### config.mk
export PLATFORM = sky130hd
export DESIGN_NAME = alu_bit_sequencer_flat
export DESIGN_NICKNAME = d
export VERILOG_FILES = /design/src/rtl/alu_bit_sequencer_if.sv /design/src/rtl/alu_bit_sequencer.sv /design/src/flat_wrapper.sv
export SDC_FILE = /design/constraint.sdc
export NUM_CORES = 1
export LEC_CHECK = 0
export BUFFER_PORTS_ARGS = -buffer_cell sky130_fd_sc_hd__buf_2
export CAP_MARGIN = 25
export CORE_UTILIZATION = 50
export CTS_CLUSTER_DIAMETER = 40
export DETAILED_ROUTE_END_ITERATION = 12
export GPL_TIMING_DRIVEN = 0
export PLACE_DENSITY = 0.83
export SLEW_MARGIN = 20
export SYNTH_ARGS = -nofsm -noshare
export SYNTH_HDL_FRONTEND = slang
export SYNTH_SLANG_ARGS = --single-unit
### constraint.sdc
create_clock -name clk -period 2.95 [get_ports clk]
set_clock_uncertainty 0.1 [all_clocks]
set_input_delay 0.1475 -clock clk [delete_from_list [all_inputs] [get_ports clk]]
set_output_delay 0.1475 -clock clk [all_outputs]
set_load 0.005 [all_outputs]
### src/rtl/alu_bit_sequencer_if.sv
`default_nettype none
// ============================================================================
// Module      : alu_bit_sequencer_if
// Description : Command/result handshake bundle for the bit-serial ALU
//               sequencer. The sequencer attaches through the slave modport,
//               the command source/result consumer through master.
// Revision    : 1.0  initial release
// ============================================================================
interface alu_bit_sequencer_if #(
    parameter int WIDTH = 8
);
    logic             cmd_valid;
    logic             cmd_ready;
    logic [1:0]       cmd_op;
    logic [WIDTH-1:0] cmd_a;
    logic [WIDTH-1:0] cmd_b;
    logic             res_valid;
    logic             res_ready;
    logic [WIDTH-1:0] res_x;
    logic [WIDTH-1:0] res_y;
    logic             res_flag;

    modport master (
        output cmd_valid, cmd_op, cmd_a, cmd_b, res_ready,
        input  cmd_ready, res_valid, res_x, res_y, res_flag
    );

    modport slave (
        input  cmd_valid, cmd_op, cmd_a, cmd_b, res_ready,
        output cmd_ready, res_valid, res_x, res_y, res_flag
    );
endinterface
`default_nettype wire

### src/rtl/alu_bit_sequencer.sv
`default_nettype none
// ============================================================================
// Module      : alu_bit_sequencer
// Description : Walks a WIDTH-bit operand pair LSB-first through an external
//               combinational 1-bit ALU slice and collects x/y result words.
//               Define ALU_CMP_REDUCE_EN to compute the res_flag reduction.
// Revision    : 1.0  initial release
// ============================================================================
module alu_bit_sequencer #(
    parameter int WIDTH = 8
) (
    input  wire logic         clk,
    input  wire logic         rst,
    alu_bit_sequencer_if.slave bus,
    output logic [1:0]        alu_sel,
    output logic              alu_a,
    output logic              alu_b,
    input  wire logic         alu_x,
    input  wire logic         alu_y
);

    localparam int              CNT_W  = $clog2(WIDTH);
    localparam logic [CNT_W-1:0] C_LAST = CNT_W'(WIDTH - 1);

    typedef enum logic [1:0] {
        ST_IDLE = 2'd0,
        ST_RUN  = 2'd1,
        ST_DONE = 2'd2
    } state_t;

    state_t           r_state;
    state_t           w_next;
    logic             w_accept;
    logic             w_last;
    logic [CNT_W-1:0] r_cnt;
    logic [WIDTH-1:0] r_a;
    logic [WIDTH-1:0] r_b;
    logic [WIDTH-1:0] r_res_x;
    logic [WIDTH-1:0] r_res_y;

    always_ff @(posedge clk or posedge rst) begin
        if (rst) begin
            r_state <= ST_IDLE;
        end else begin
            r_state <= w_next;
        end
    end

    always_comb begin
        w_next        = r_state;
        w_accept      = 1'b0;
        w_last        = 1'b0;
        bus.cmd_ready = 1'b0;
        bus.res_valid = 1'b0;
        case (r_state)
            ST_IDLE: begin
                bus.cmd_ready = 1'b1;
                if (bus.cmd_valid) begin
                    w_accept = 1'b1;
                    w_next   = ST_RUN;
                end
            end
            ST_RUN: begin
                // Terminate on the explicit last index so non-power-of-2 widths stop early
                if (r_cnt == C_LAST) begin
                    w_last = 1'b1;
                    w_next = ST_DONE;
                end
            end
            ST_DONE: begin
                bus.res_valid = 1'b1;
                if (bus.res_ready) begin
                    w_next = ST_IDLE;
                end
            end
            default: w_next = ST_IDLE;
        endcase
    end

    // Operand bits are presented from registers; the slice answer is captured
    // at the end of the same cycle by shifting in from the MSB, so after
    // WIDTH shifts bit k holds the answer for operand bit k.
    always_ff @(posedge clk or posedge rst) begin
        if (rst) begin
            r_cnt   <= '0;
            r_a     <= '0;
            r_b     <= '0;
            r_res_x <= '0;
            r_res_y <= '0;
            alu_sel <= 2'b00;
            alu_a   <= 1'b0;
            alu_b   <= 1'b0;
        end else if (w_accept) begin
            r_cnt   <= '0;
            r_a     <= bus.cmd_a >> 1;
            r_b     <= bus.cmd_b >> 1;
            r_res_x <= '0;
            r_res_y <= '0;
            alu_sel <= bus.cmd_op;
            alu_a   <= bus.cmd_a[0];
            alu_b   <= bus.cmd_b[0];
        end else if (r_state == ST_RUN) begin
            r_res_x <= {alu_x, r_res_x[WIDTH-1:1]};
            r_res_y <= {alu_y, r_res_y[WIDTH-1:1]};
            r_a     <= r_a >> 1;
            r_b     <= r_b >> 1;
            if (w_last) begin
                r_cnt <= '0;
                alu_a <= 1'b0;
                alu_b <= 1'b0;
            end else begin
                r_cnt <= r_cnt + 1'b1;
                alu_a <= r_a[0];
                alu_b <= r_b[0];
            end
        end
    end

    assign bus.res_x = r_res_x;
    assign bus.res_y = r_res_y;

`ifdef ALU_CMP_REDUCE_EN
    logic r_flag;

    // Equality starts true and is ANDed; greater-than and the y-OR start false
    always_ff @(posedge clk or posedge rst) begin
        if (rst) begin
            r_flag <= 1'b0;
        end else if (w_accept) begin
            r_flag <= (bus.cmd_op == 2'b10);
        end else if (r_state == ST_RUN) begin
            case (alu_sel)
                2'b10:   r_flag <= r_flag & alu_x;
                2'b11:   r_flag <= alu_x | (r_flag & (alu_a == alu_b));
                default: r_flag <= r_flag | alu_y;
            endcase
        end
    end

    assign bus.res_flag = r_flag;
`else
    assign bus.res_flag = 1'b0;
`endif

endmodule
`default_nettype wire

### src/flat_wrapper.sv
// flat-port wrapper written by rule: the top's interface ports become plain ports
module alu_bit_sequencer_flat 
#(
    parameter int WIDTH = 8
)
  (clk, rst, alu_sel, alu_a, alu_b, alu_x, alu_y, bus_cmd_valid, bus_cmd_op, bus_cmd_a, bus_cmd_b, bus_res_ready, bus_cmd_ready, bus_res_valid, bus_res_x, bus_res_y, bus_res_flag);
  alu_bit_sequencer_if #(.WIDTH(WIDTH)) bus_i ();
  input  wire logic clk;
  input  wire logic rst;
  output logic [1:0] alu_sel;
  output logic alu_a;
  output logic alu_b;
  input  wire logic alu_x;
  input  wire logic alu_y;
  input wire logic [$bits(bus_i.cmd_valid)-1:0] bus_cmd_valid;
  input wire logic [$bits(bus_i.cmd_op)-1:0] bus_cmd_op;
  input wire logic [$bits(bus_i.cmd_a)-1:0] bus_cmd_a;
  input wire logic [$bits(bus_i.cmd_b)-1:0] bus_cmd_b;
  input wire logic [$bits(bus_i.res_ready)-1:0] bus_res_ready;
  output wire logic [$bits(bus_i.cmd_ready)-1:0] bus_cmd_ready;
  output wire logic [$bits(bus_i.res_valid)-1:0] bus_res_valid;
  output wire logic [$bits(bus_i.res_x)-1:0] bus_res_x;
  output wire logic [$bits(bus_i.res_y)-1:0] bus_res_y;
  output wire logic [$bits(bus_i.res_flag)-1:0] bus_res_flag;
  assign bus_i.cmd_valid = bus_cmd_valid;
  assign bus_i.cmd_op = bus_cmd_op;
  assign bus_i.cmd_a = bus_cmd_a;
  assign bus_i.cmd_b = bus_cmd_b;
  assign bus_i.res_ready = bus_res_ready;
  assign bus_cmd_ready = bus_i.cmd_ready;
  assign bus_res_valid = bus_i.res_valid;
  assign bus_res_x = bus_i.res_x;
  assign bus_res_y = bus_i.res_y;
  assign bus_res_flag = bus_i.res_flag;
  alu_bit_sequencer #(.WIDTH(WIDTH)) u_core (.clk(clk), .rst(rst), .bus(bus_i), .alu_sel(alu_sel), .alu_a(alu_a), .alu_b(alu_b), .alu_x(alu_x), .alu_y(alu_y));
endmodule
# Word level (Yosys, flattened, before mapping)
# Index checks and enable logic that the tools add are counted.
dict set report op_classes {
  n_addsub 1
  n_eq_ne 6
  muxes 27
  reduce_logical 3
}
# operator count
set ops {}
lappend ops {{2-to-1 mux 8 bit} 8}
lappend ops {{2-to-1 mux 1 bit} 12}
lappend ops {{2-to-1 mux 3 bit} 3}
lappend ops {{2-to-1 mux 2 bit} 3}
lappend ops {{case mux 2 bit (3 select lines)} 1}
lappend ops {{inequality test 2 bit, second input constant} 2}
lappend ops {{adder 3 x 1 -> 3 bit, second input constant} 1}
lappend ops {{== test 3 bit, second input constant} 1}
lappend ops {{AND reduction 3 bit} 1}
lappend ops {{== test 2 x 1 -> 1 bit, second input constant} 1}
lappend ops {{== test 2 bit, second input constant} 1}
lappend ops {{logical NOT 2 bit} 1}
lappend ops {{inequality test 2 x 1 -> 1 bit, second input constant} 1}
lappend ops {{nonzero test 2 bit} 1}
dict set report word_totals {
  regBits 41
  input_bits 24
  wordCells 46
}

# Logic depth before layout (Yosys ltp)
# Gate-level depths: netlist of the first run.
dict set report logic_depth {
  ltp_word 6
  depth_mapped 5
  depth_no_buf 5
}

# Worst setup path before layout of the first run
# No wires, ideal clock.
dict set report synth_timing {
  path_kind {register to register}
  start {register u_core.r_state[1]}
  end {register u_core.alu_sel[1]}
  arrival_time_ns 1.195
  required_time_ns 2.723
  slack_ns 1.527
  stages_incl_launch_ff 4
  path_buffers 1
  period_less_slack_ns 1.423
  cell_sequence {dfrtp_1 > nor3b_4 > buf_4 > mux2_1}
}
dict set report synth_via {
  elab_chain_cells 2
}
# item line
set synth_rtl {}
lappend synth_rtl {{start, declared} alu_bit_sequencer.sv:31} ;# state_t r_state;
lappend synth_rtl {{start signal, assigned} alu_bit_sequencer.sv:45} ;# r_state <= w_next;
lappend synth_rtl {{logical NOT 2 bit} alu_bit_sequencer.sv:55} ;# case (r_state)
lappend synth_rtl {{2-to-1 mux 1 bit} alu_bit_sequencer.sv:55}
lappend synth_rtl {{end signal, assigned} alu_bit_sequencer.sv:99} ;# alu_sel <= bus.cmd_op;
lappend synth_rtl {{end, declared} alu_bit_sequencer.sv:15} ;# output logic [1:0] alu_sel,
# No other way between the ends.
# A chain may end at the register's enable or synchronous reset.

# Worst setup path after layout of the first run
dict set report layout_timing {
  start {register u_core.r_cnt[0]}
  end {register u_core.alu_a}
}
dict set report layout_via {
  elab_chain_cells 6
}
# item line
set layout_rtl {}
lappend layout_rtl {{start, declared} alu_bit_sequencer.sv:35} ;# logic [CNT_W-1:0] r_cnt;
lappend layout_rtl {{start signal, assigned} alu_bit_sequencer.sv:112} ;# r_cnt <= r_cnt + 1'b1;
lappend layout_rtl {{== test 3 bit} alu_bit_sequencer.sv:65} ;# if (r_cnt == C_LAST) begin
lappend layout_rtl {{2-to-1 mux 1 bit} alu_bit_sequencer.sv:65}
lappend layout_rtl {{2-to-1 mux 1 bit} alu_bit_sequencer.sv:55}
lappend layout_rtl {{2-to-1 mux 1 bit} alu_bit_sequencer.sv:107} ;# if (w_last) begin
lappend layout_rtl {{2-to-1 mux 1 bit} alu_bit_sequencer.sv:102} ;# end else if (r_state == ST_RUN) begin
lappend layout_rtl {{2-to-1 mux 1 bit} alu_bit_sequencer.sv:93} ;# end else if (w_accept) begin
lappend layout_rtl {{end signal, assigned} alu_bit_sequencer.sv:100} ;# alu_a <= bus.cmd_a[0];
lappend layout_rtl {{end signal, assigned} alu_bit_sequencer.sv:113} ;# alu_a <= r_a[0];
lappend layout_rtl {{end, declared} alu_bit_sequencer.sv:16} ;# output logic alu_a,
# No other way between the ends. The select of a mux whose other input is x is not followed.

==> results of run 1 <==
==> metrics by stage <==
step | power, µW | hold WS (ps) | setup WS, ps | area, µm²
global route | 2311 | 92.59 | 1211 | 2287
floorplan | 1456 | 164.3 | 1527 | 1680
detailed placement | 1750 | -16.95 | 1362 | 1981
CTS | 2144 | 49.20 | 1343 | 2287
global placement | 1701 | 261.7 | 1319 | 1961
finish | 2125 | 61.64 | 1358 | 2287
==> synth_stat cells <==
cell type  instances  area, µm²
nand2_1           66      247.7
dfrtp_1           39      975.9
o21ai_1           19      95.09
a22oi_1           12      90.09
buf_4              5      37.54
buf_2              4      20.02
o21ai_0            3      15.01
a21oi_1            2      10.01
buf_6              2      22.52
ha_1               2      25.02
inv_1              2      7.510
nor4bb_1           2      20.02
o21bai_1           2      15.01
a22o_1             1      8.760
clkbuf_2           1      5.000
conb_1             1      3.750
mux2_1             1      11.26
mux2_2             1      11.26
nand2b_1           1      6.260
nand3b_1           1      7.510
nor2_1             1      3.750
nor2b_1            1      6.260
nor2b_2            1      8.760
nor3b_4            1      18.77
o31ai_1            1      7.510
==> logic make-up (layout without fill, tap and decap cells) <==
group	after synthesis	count (layout)	share of synthesized area, %
and+or+nand+nor	74	74	18.99
AOI/OAI and AO/OA	40	40	14.37
other	1	1	0.2232
DFF	39	39	58.08
muxes	2	2	1.340
adders and majority gates	2	2	1.489
buffers and inverters	14	90	5.510
==> per-layer routing <==
layer	track usage [%]	share of wire [%]
met2	39.68	49
met1	30.71	45
met3	6.710	5.3
met4	6.977	1.4
met5	0	0
==> area by class of cell <==
cell class	count	area (µm²)	share of cell area, %
Clock inverter	2	35.03	1.532
Multi-Input combinational cell	119	611.8	26.75
Inverter	2	7.507	0.3282
Timing Repair Buffer	68	465.4	20.35
Sequential cell	39	975.9	42.67
Clock buffer	6	51.30	2.243
Buffer	12	85.08	3.720
Tap cell	44	55.05	2.407
==> critical path, cell delays in order (launching register included) <==
cell      delay, ps
dfrtp_1         420
ha_1            220
ha_1            250
nor4bb_1        340
a21oi_1          70
o21ai_0         140
==> sequential cells by signal (all words and copies together), names as in the netlist <==
signal            cells
u_core.r_b            7
u_core.bus.res_y      8
u_core.bus.res_x      8
u_core.alu_b          1
u_core.r_cnt          3
u_core.r_a            7
u_core.r_state        2
u_core.alu_a          1
u_core.alu_sel        2
==> how the worst max path moves through the flow <==
| stage | endpoint | depth (start not counted) |
|---|---|---|
| global placement | u_core.bus.res_x[0]$_DFFE_PP0P_ | 2 |
| CTS | u_core.alu_a$_DFFE_PP0P_ | 5 |
| floorplan | u_core.alu_sel[1]$_DFFE_PP0P_ | 3 |
| global route | u_core.alu_a$_DFFE_PP0P_ | 5 |
| detailed placement | u_core.alu_a$_DFFE_PP0P_ | 5 |
| finish | u_core.alu_a$_DFFE_PP0P_ | 5 |
==> power by group through the flow <==
stage          clock network, µW  logic [µW]  registers (µW)
3_5_place_dp                   0         825             925
4_1_cts                      383         846             915
6_report                     370         840             915
5_1_grt                      407         965             939
2_1_floorplan                  0         547             909
3_3_place_gp                   0         787             914
==> what timing repair did <==
action / CTS / global route
hold buffers: 22 / 0
setup endpoints to repair: 0 / 0
setup buffers: 0 / 0
hold endpoints to repair: 60 / 0
==> key figures, run 1 <==
Hold path
  • Start point of the worst hold path: bus_cmd_valid
  • Endpoint with the worst hold slack: u_core.r_a[4]$_DFFE_PP0P_
  • Worst hold path stage count: 4
  • Type of the most critical hold path: in2reg

Yosys
  • Warnings from Yosys: 0
  • Syn Area/Cell: 9.770 µm²
  • Gate count of the mapped netlist: about 170
  • Netlist area before placement: 1680 µm²
  • Number of distinct standard cells referenced by the synthesized netlist: 25
  • Synthesized Nets: 198
  • Sequential element share of the synthesized area: about three fifths
  • #FFs+latches synth: 39

Detailed routing
  • Overall via count from detail_route: 1473
  • Initial DRC count: 59
  • Detail-routed net length per standard cell: 12.52 µm
  • Avg Vias per Cell: slightly above 5
  • Length of the first detailed-routing pass in iterations: 4
  • # DRC: 0
  • Total Routed Length: 3655 µm
  • Remaining antenna violation count: 0

Finish
  • Final cell count without fillers: around 300
  • Fraction of final layout cells sized beyond drive strength 1: 28.23%
  • N_diodes: 0
  • Most common library cell in the layout ignoring fill and taps: nand2_1
  • Core utilization of the finished layout: 73.12%
  • Commonest cells after routing, fill and taps aside: nand2_1, buf_2, dfrtp_1
  • Number of fillers in the final layout: about 250
  • P&R area growth vs syn: 36.11%
  • Final nets: ~270

Pwr
  • Int Power: roughly 1400 µW
  • Leak Pwr: roughly 0.0012 µW
  • Power share of the combinational group: 39.5%
  • Power share of the clock group: around 17%
  • Switching Share: 36.13%
  • Total net switching power: 768.0 µW
  • Max VDD drop: 584.8 µV
  • Reg power frac: 43.1%
  • Power density over cell area: 929.3 nW/µm²

STA
  • Fin. Hold Viols: 0
  • Period Utilization, post-route: between 50% and 60%
  • Total negative setup slack: 0 ps
  • Final-report setup violation count: 0
  • Final Max Slew Viols: 0
  • Minimum clock period: 1592 ps
  • RSZ-0062 raised after global routing: false
  • Max frequency: about 630 MHz

Outcome
  • Status: finished, final reports clean

Flow run
  • Number of max-cap violations: 0

Global routing
  • Total GRT Usage: 23.98%
  • Vias in the first global route: 1364
  • Largest net degree at the start of global routing: 32
  • Antenna violations before repair: 0
  • Grt ovf: 0
  • Global-route wire length before repair: 6182 µm

Critical path
  • Slack of the worst reg-to-reg path: 1360 ps
  • Critical path data required time: 3130 ps
  • Critical path capture point type: register
  • Type of element launching the critical path: register
  • Startpoint of the worst register-to-register path: u_core.r_cnt[0]$_DFFE_PP0P_
  • Path depth of the worst reg2reg path: 5
  • End of the worst register-to-register path: u_core.alu_a$_DFFE_PP0P_
  • WP data arrival: 1770 ps
  • CP Class: reg2reg
  • Critical path launch point: u_core.r_cnt[0]$_DFFE_PP0P_
  • Peak fanout along the critical path: 6

Placement
  • Final weighted congestion in routability-driven placement: 0.7205
  • Placed cell count: about 260
  • Port buffer count: 45
  • Final HPWL from detailed placement: ~2400 µm

Clocking
  • Resized Gates After CTS: 0
  • CTS tree: yes
  • Clock sink total: 39
  • Number of H-tree branching levels: 2
  • Clock Pin Slew Worst Setup and Hold Paths: 110 ps
  • Maximum buffer depth of the clock tree: 2
  • Clock latency on the worst-skew pair: 350 ps
  • Cell chosen for the clock root: clkbuf_4
  • Number of buffers inserted during clock tree synthesis: 5

Die
  • Number of top-level pins: 47
  • Area enclosed by the die boundary: 3596 µm²
  • DIE WIDTH: 59.97 µm
  • Vert. Die Dim: 59.97 µm
  • Effective utilization at floorplan: 53.72%
  • Standard cell core area: roughly 3100 µm²
  • FP Rows: 20
(Power assumes the default switching activity.)
==> run 2, diff against run 1 <==
Settings changed: CORE_UTILIZATION 50 to 46, PLACE_DENSITY 0.83 to 0.81.
Clock period 2.95 ns to 1.4 ns, I/O delays scaled along.
==> run 2 against run 1 <==
Design area grew 6.1%. Via count grew 0.61%. Combinational power grew to 2.6 times the previous value. Maximum frequency up 14%. Sequential share of layout area down 2.3 points. First-iteration DRC count increased by 47%. Die area up 8.4%. Worst hold slack improved by 51 ps. Cell count increased by 3.1%. Critical path type unchanged. Critical endpoint is now u_core.alu_b$_DFFE_PP0P_. Largest power group is now combinational cells. Highest routed layer unchanged.
==> key figures, run 2 (synthesis gave the netlist of run 1 again) <==
Outcome
  • Status: finished, final reports clean (unchanged)

Clocking
  • Cell chosen for the clock root: clkbuf_4 (unchanged)
  • Number of buffers inserted during clock tree synthesis: 5 (unchanged)
  • Clock latency on the worst-skew pair: 340 ps (was 350 ps)
  • Maximum buffer depth of the clock tree: 2 (unchanged)
  • Number of H-tree branching levels: 2 (unchanged)
  • Clock sink total: 39 (unchanged)
  • Clock Pin Slew Worst Setup and Hold Paths: 110 ps (about the same)
  • CTS tree: yes (unchanged)

Placement
  • Placed cell count: 264 (was 262)
  • Final HPWL from detailed placement: 2480 µm (was 2407 µm)
  • Final weighted congestion in routability-driven placement: 0.7263 (was 0.7205)
  • Port buffer count: 45 (unchanged)

Detailed routing
  • Overall via count from detail_route: 1482 (was 1473)
  • Remaining antenna violation count: 0 (unchanged)
  • Total Routed Length: 3840 µm (was 3655 µm)
  • Length of the first detailed-routing pass in iterations: 5 (was 4)
  • Initial DRC count: 87 (was 59)
  • Avg Vias per Cell: 4.924 (was 5.045)
  • # DRC: 0 (unchanged)
  • Detail-routed net length per standard cell: 12.76 µm (was 12.52 µm)

Critical path
  • Delay of the slowest cell on the worst path: 400 ps (was 420 ps)
  • Path depth of the worst reg2reg path: 5 (unchanged)
  • Type of element launching the critical path: register (unchanged)
  • CP Class: reg2reg (unchanged)
  • Number of logic stages on the critical path including buffering: 5 (unchanged)
  • Top delay family on crit path: flip-flops (was adder cells)
  • Critical path data required time: 1570 ps (was 3130 ps)
  • Peak fanout along the critical path: 3 (was 6)
  • CP Cell Sequence: ha_2, ha_4, nor4bb_2, a21oi_1, o21ai_1 (was ha_1, ha_1, nor4bb_1, a21oi_1, o21ai_0)
  • Critical-path cell with the highest stage delay: dfrtp_1 (unchanged)
  • WP data arrival: 1570 ps (was 1770 ps)
  • CP bufs+invs: 0 (unchanged)
  • Critical path capture point type: register (unchanged)

Die
  • Number of top-level pins: 47 (unchanged)
  • Standard cell core area: 3416 µm² (was 3128 µm²)
  • Effective utilization at floorplan: 49.19% (was 53.72%)
  • DIE WIDTH: 62.44 µm (was 59.97 µm)
  • FP Rows: 21 (was 20)
  • Vert. Die Dim: 62.44 µm (was 59.97 µm)
  • Area enclosed by the die boundary: 3899 µm² (was 3596 µm²)

Global routing
  • Vias in the first global route: 1411 (was 1364)
  • Total GRT Usage: 21.56% (was 23.98%)
  • Global-route wire length before repair: 6575 µm (was 6182 µm)
  • Grt ovf: 0 (unchanged)
  • Antenna violations before repair: 0 (unchanged)
  • Largest net degree at the start of global routing: 27 (was 32)

Finish
  • Final nets: 282 (was 273)
  • N_diodes: 0 (unchanged)
  • Fraction of final layout cells sized beyond drive strength 1: 34.12% (was 28.23%)
  • Most common library cell in the layout ignoring fill and taps: nand2_1 (unchanged)
  • Final cell count without fillers: 301 (was 292)
  • P&R area growth vs syn: 44.38% (was 36.11%)
  • Commonest cells after routing, fill and taps aside: nand2_1, buf_2, dfrtp_1 (unchanged)

STA
  • Minimum clock period: 1398 ps (was 1592 ps)
  • Fin. Hold Viols: 0 (unchanged)
  • Final-report setup violation count: 0 (unchanged)
  • Max frequency: 715.3 MHz (was 628.1 MHz)
  • Final Max Slew Viols: 0 (unchanged)
  • RSZ-0062 raised after global routing: true (was false)
  • Period Utilization, post-route: 99.86% (was 53.97%)

Pwr
  • Leak Pwr: 0.001218 µW (was 0.001169 µW)
  • Power density over cell area: 1895 nW/µm² (was 929.3 nW/µm²)
  • Overall Power: 4598 µW (was 2125 µW)
  • Max VDD drop: 1003 µV (was 584.8 µV)

Flow run
  • Number of max-cap violations: 0 (unchanged)

Hold path
  • Type of the most critical hold path: in2async (was in2reg)
## run 2: cell types whose count changed in the layout (fill, tap and decap cells not counted), moves of 2 or more
| cell | change |
|---|---|
| dfrtp_1 | -2 |
| o21ai_0 | -2 |
| o21ai_2 | +2 |
| mux2_4 | +2 |
| dfrtp_2 | +2 |
| ha_1 | -2 |
| buf_8 | +4 |
| buf_6 | +2 |
| buf_4 | +6 |
| nor4bb_1 | -2 |
| buf_2 | -3 |
## run 2: worst paths after layout
| check | from | slack [ps] | endpoint |
|---|---|---|---|
| worst min-delay path | rst | 110 | u_core.r_b[4]$_DFFE_PP0P_ |
| max in group asynchronous | rst | 640 | u_core.bus.res_x[5]$_DFFE_PP0P_ |
| worst max register to register | u_core.r_cnt[1]$_DFFE_PP0P_ | 2 | u_core.alu_b$_DFFE_PP0P_ |
| worst max-delay path | u_core.r_cnt[1]$_DFFE_PP0P_ | 2 | u_core.alu_b$_DFFE_PP0P_ |
| worst min register to register | u_core.r_b[4]$_DFFE_PP0P_ | 380 | u_core.r_b[4]$_DFFE_PP0P_ |
| min in group clk | alu_y | 370 | u_core.bus.res_y[7]$_DFFE_PP0P_ |
## run 2: tightest hold or removal path, delay by kind of cell
| kind | cells | cell delay (ps) |
|---|---|---|
| buffers and inverters | 3 | 890 |
## run 2: per-stage QoR
step,utilization [%],TNS [ps],setup WS [ps],instance area (µm²),hold slack [ps]
after global placement,57.58,-7850,-186.2,1967,179.2
final,71.03,0,1.959,2426,113.0
after CTS,68.24,-23.36,-12.42,2331,115.4
after floorplan,-,0,4.646,1684,86.84
after detailed placement,58.17,-1539,-168.6,1987,-53.87
after global routing,71.03,-218.1,-69.79,2426,129.5
## run 2: routing by layer
layer	track usage (%)	vias to the layer above	wire length (µm)
li1	-	740	-
met1	30.68	696	1790
met2	32.20	40	1818
met3	5.109	6	173
met4	7.849	0	57
met5	0	-	0
## run 2: layout make-up
type,count,area [µm²]
sequential,39,978.4
fill,271,989.7
tap,46,57.56
timing repair buffer,77,539.3
multi-input combinational,119,673.1
clock buffer,6,41.29
inverter,2,7.507
buffer,12,128.9
## run 2: timing repair
item / 4_1_cts / 5_1_grt
pin swaps: 4 / 3
hold endpoints to repair: 61 / 0
gates resized for setup: 12 / 20
buffers inserted: 5 / 3
setup endpoints to repair: 28 / 35
hold buffers: 23 / 0
## run 2: power breakdown
part | leakage, µW | internal [µW] | total (µW) | switching, µW
Sequential | 0.000496 | 1610 | 1930 | 325
Clock | 0.0000242 | 179 | 516 | 338
Combinational | 0.000698 | 1100 | 2150 | 1040
==> run 3, diff against run 2 <==
Settings changed: CELL_PAD_IN_SITES_DETAIL_PLACEMENT set to 0, CELL_PAD_IN_SITES_GLOBAL_PLACEMENT set to 1, CORE_UTILIZATION 46 to 34, PLACE_DENSITY 0.81 to 0.79, SLEW_MARGIN 20 to 25.
==> run 3 against run 2 <==
Design area increased by 3.7%. Maximum frequency is 1.5% higher. First-iteration DRC count is 9.2% lower. Via count increased by 0.47%. Die area grew 34%. Critical path type unchanged.
==> key figures, run 3 (synthesis gave the netlist of run 1 again) <==
Detailed routing
  • Detail-routed net length per standard cell: 12.77 µm (was 12.76 µm)
  • # DRC: 0 (unchanged)
  • Overall via count from detail_route: 1489 (was 1482)
  • Remaining antenna violation count: 0 (unchanged)
  • Length of the first detailed-routing pass in iterations: 4 (was 5)
  • Avg Vias per Cell: 4.596 (was 4.924)
  • Total Routed Length: 4137 µm (was 3840 µm)
  • Initial DRC count: 79 (was 87)

Global routing
  • Grt ovf: 0 (unchanged)
  • Largest net degree at the start of global routing: 21 (was 27)
  • Most used routing layer in global routing: met2 (unchanged)
  • Global-route wire length before repair: 6803 µm (was 6575 µm)
  • Fraction of met1 tracks used by global routing: 22.00% (was 30.68%)
  • Total GRT Usage: 17.18% (was 21.56%)
  • Met3 Usage GRT: 4.583% (was 5.109%)
  • Antenna violations before repair: 0 (unchanged)
  • Global-route track usage on met2: 28.14% (was 32.20%)
  • Vias in the first global route: 1473 (was 1411)

Finish
  • Number of fillers in the final layout: 475 (was 271)
  • N_diodes: 0 (unchanged)
  • Core utilization of the finished layout: 52.92% (was 71.03%)
  • Fraction of final layout cells sized beyond drive strength 1: 34.63% (was 34.12%)
  • Final nets: 282 (unchanged)
  • Most common library cell in the layout ignoring fill and taps: nand2_1 (unchanged)
  • Commonest cells after routing, fill and taps aside: nand2_1, buf_2, dfrtp_1 (unchanged)
  • P&R area growth vs syn: 49.74% (was 44.38%)

STA
  • Final Max Slew Viols: 0 (unchanged)
  • Final-report setup violation count: 0 (unchanged)
  • Max frequency: 726.0 MHz (was 715.3 MHz)
  • Fin. Hold Viols: 0 (unchanged)
  • Period Utilization, post-route: 98.38% (was 99.86%)
  • RSZ-0062 raised after global routing: true (unchanged)
  • Minimum clock period: 1377 ps (was 1398 ps)

Die
  • Area enclosed by the die boundary: 5227 µm² (was 3899 µm²)
  • Effective utilization at floorplan: 35.34% (was 49.19%)
  • DIE WIDTH: 72.30 µm (was 62.44 µm)
  • FP Rows: 25 (was 21)
  • Standard cell core area: 4755 µm² (was 3416 µm²)
  • Number of top-level pins: 47 (unchanged)
  • Vert. Die Dim: 72.30 µm (was 62.44 µm)

Clocking
  • CTS tree: yes (unchanged)
  • Clock Pin Slew Worst Setup and Hold Paths: 80 ps (was 110 ps)
  • Number of buffers inserted during clock tree synthesis: 5 (unchanged)
  • Clock latency on the worst-skew pair: 290 ps (was 340 ps)
  • Clock sink total: 39 (unchanged)
  • Cell chosen for the clock root: clkbuf_8 (was clkbuf_4)
  • Maximum buffer depth of the clock tree: 2 (unchanged)
  • Number of H-tree branching levels: 2 (unchanged)

Hold path
  • Type of the most critical hold path: in2reg (was in2async)

Flow run
  • Number of max-cap violations: 0 (unchanged)

Pwr
  • Overall Power: 5081 µW (was 4598 µW)
  • Max VDD drop: 810.0 µV (was 1003 µV)
  • Leak Pwr: 0.001251 µW (was 0.001218 µW)
  • Power density over cell area: 2019 nW/µm² (was 1895 nW/µm²)

Placement
  • Final HPWL from detailed placement: 2622 µm (was 2480 µm)
  • Port buffer count: 45 (unchanged)
  • Final weighted congestion in routability-driven placement: 0.6833 (was 0.7263)

Critical path
  • Peak fanout along the critical path: 4 (was 3)
  • Critical path data required time: 1520 ps (was 1570 ps)
  • Type of element launching the critical path: register (unchanged)
  • CP Class: reg2reg (unchanged)
  • WP data arrival: 1500 ps (was 1570 ps)
  • Critical path capture point type: register (unchanged)

Outcome
  • Status: finished, final reports clean (unchanged)
[run 3: cell count changes in the layout (fill, tap and decap cells not counted), moves of 2 or more]
| cell | delta |
|---|---|
| clkbuf_8 | +6 |
| buf_8 | -2 |
| clkbuf_4 | -4 |
| o21ai_2 | -2 |
| o21ai_1 | +2 |
[run 3: report_power, final]
group	switching, µW	internal (µW)
clock	400	577
combinational	1060	1110
sequential	320	1610
total	1780	3300
[run 3: path summary, 6_finish.rpt]
kind | startpoint | to | slack, ps | cells after the start
min in group asynchronous | rst | u_core.alu_b$_DFFE_PP0P_ | 250 | 3
min | bus_cmd_valid | u_core.r_a[5]$_DFFE_PP0P_ | 30 | 4
max in group asynchronous | rst | u_core.r_state[0]$_DFFE_PP0P_ | 480 | 4
max reg2reg | u_core.r_cnt[0]$_DFFE_PP0P_ | u_core.alu_b$_DFFE_PP0P_ | 20 | 5
max | u_core.r_cnt[0]$_DFFE_PP0P_ | u_core.alu_b$_DFFE_PP0P_ | 20 | 5
min reg2reg | u_core.r_b[1]$_DFFE_PP0P_ | u_core.r_b[1]$_DFFE_PP0P_ | 380 | 2
[run 3: metrics by stage]
stage | cells | cell area (µm²) | setup WS, ps | setup TNS [ps] | hold slack [ps]
floorplan | 172 | 1684 | 4.646 | 0 | 86.84
global placement | 284 | 1993 | -220.1 | -8976 | 182.6
detailed placement | 285 | 2021 | -152.0 | -512.2 | 13.66
CTS | 322 | 2440 | -37.73 | -38.96 | 63.26
global route | 324 | 2516 | -85.05 | -287.9 | 38.14
finish | 324 | 2516 | 22.68 | 0 | 29.85
[run 3: what timing repair did]
action	4_1_cts	5_1_grt
buffers inserted	7	2
cloned	0	0
endpoints found under the setup margin	32	33
hold buffers	22	0
resized for setup	10	17
endpoints found under the hold margin	40	0
pin swaps	2	3
[run 3: area by class of cell]
type | instances | area [µm²] | share of cell area, %
Tap cell | 67 | 83.83 | 3.332
Clock buffer | 6 | 82.58 | 3.282
Clock inverter | 2 | 35.03 | 1.392
Sequential cell | 39 | 978.4 | 38.89
Buffer | 12 | 117.6 | 4.674
Timing Repair Buffer | 77 | 544.3 | 21.63
Multi-Input combinational cell | 119 | 666.9 | 26.50
Inverter | 2 | 7.507 | 0.2984
[run 3: per-layer routing]
layer | wire (µm) | vias up
li1 | - | 736
met4 | 30 | 0
met3 | 128 | 2
met5 | 0 | -
met1 | 1967 | 724
met2 | 2009 | 27
[run 3: worst max-delay path: stages (launching register included)]
cell	delay (ps)
dfrtp_1	390
ha_2	200
ha_4	180
nor4bb_2	260
a21oi_1	70
o21ai_1	110
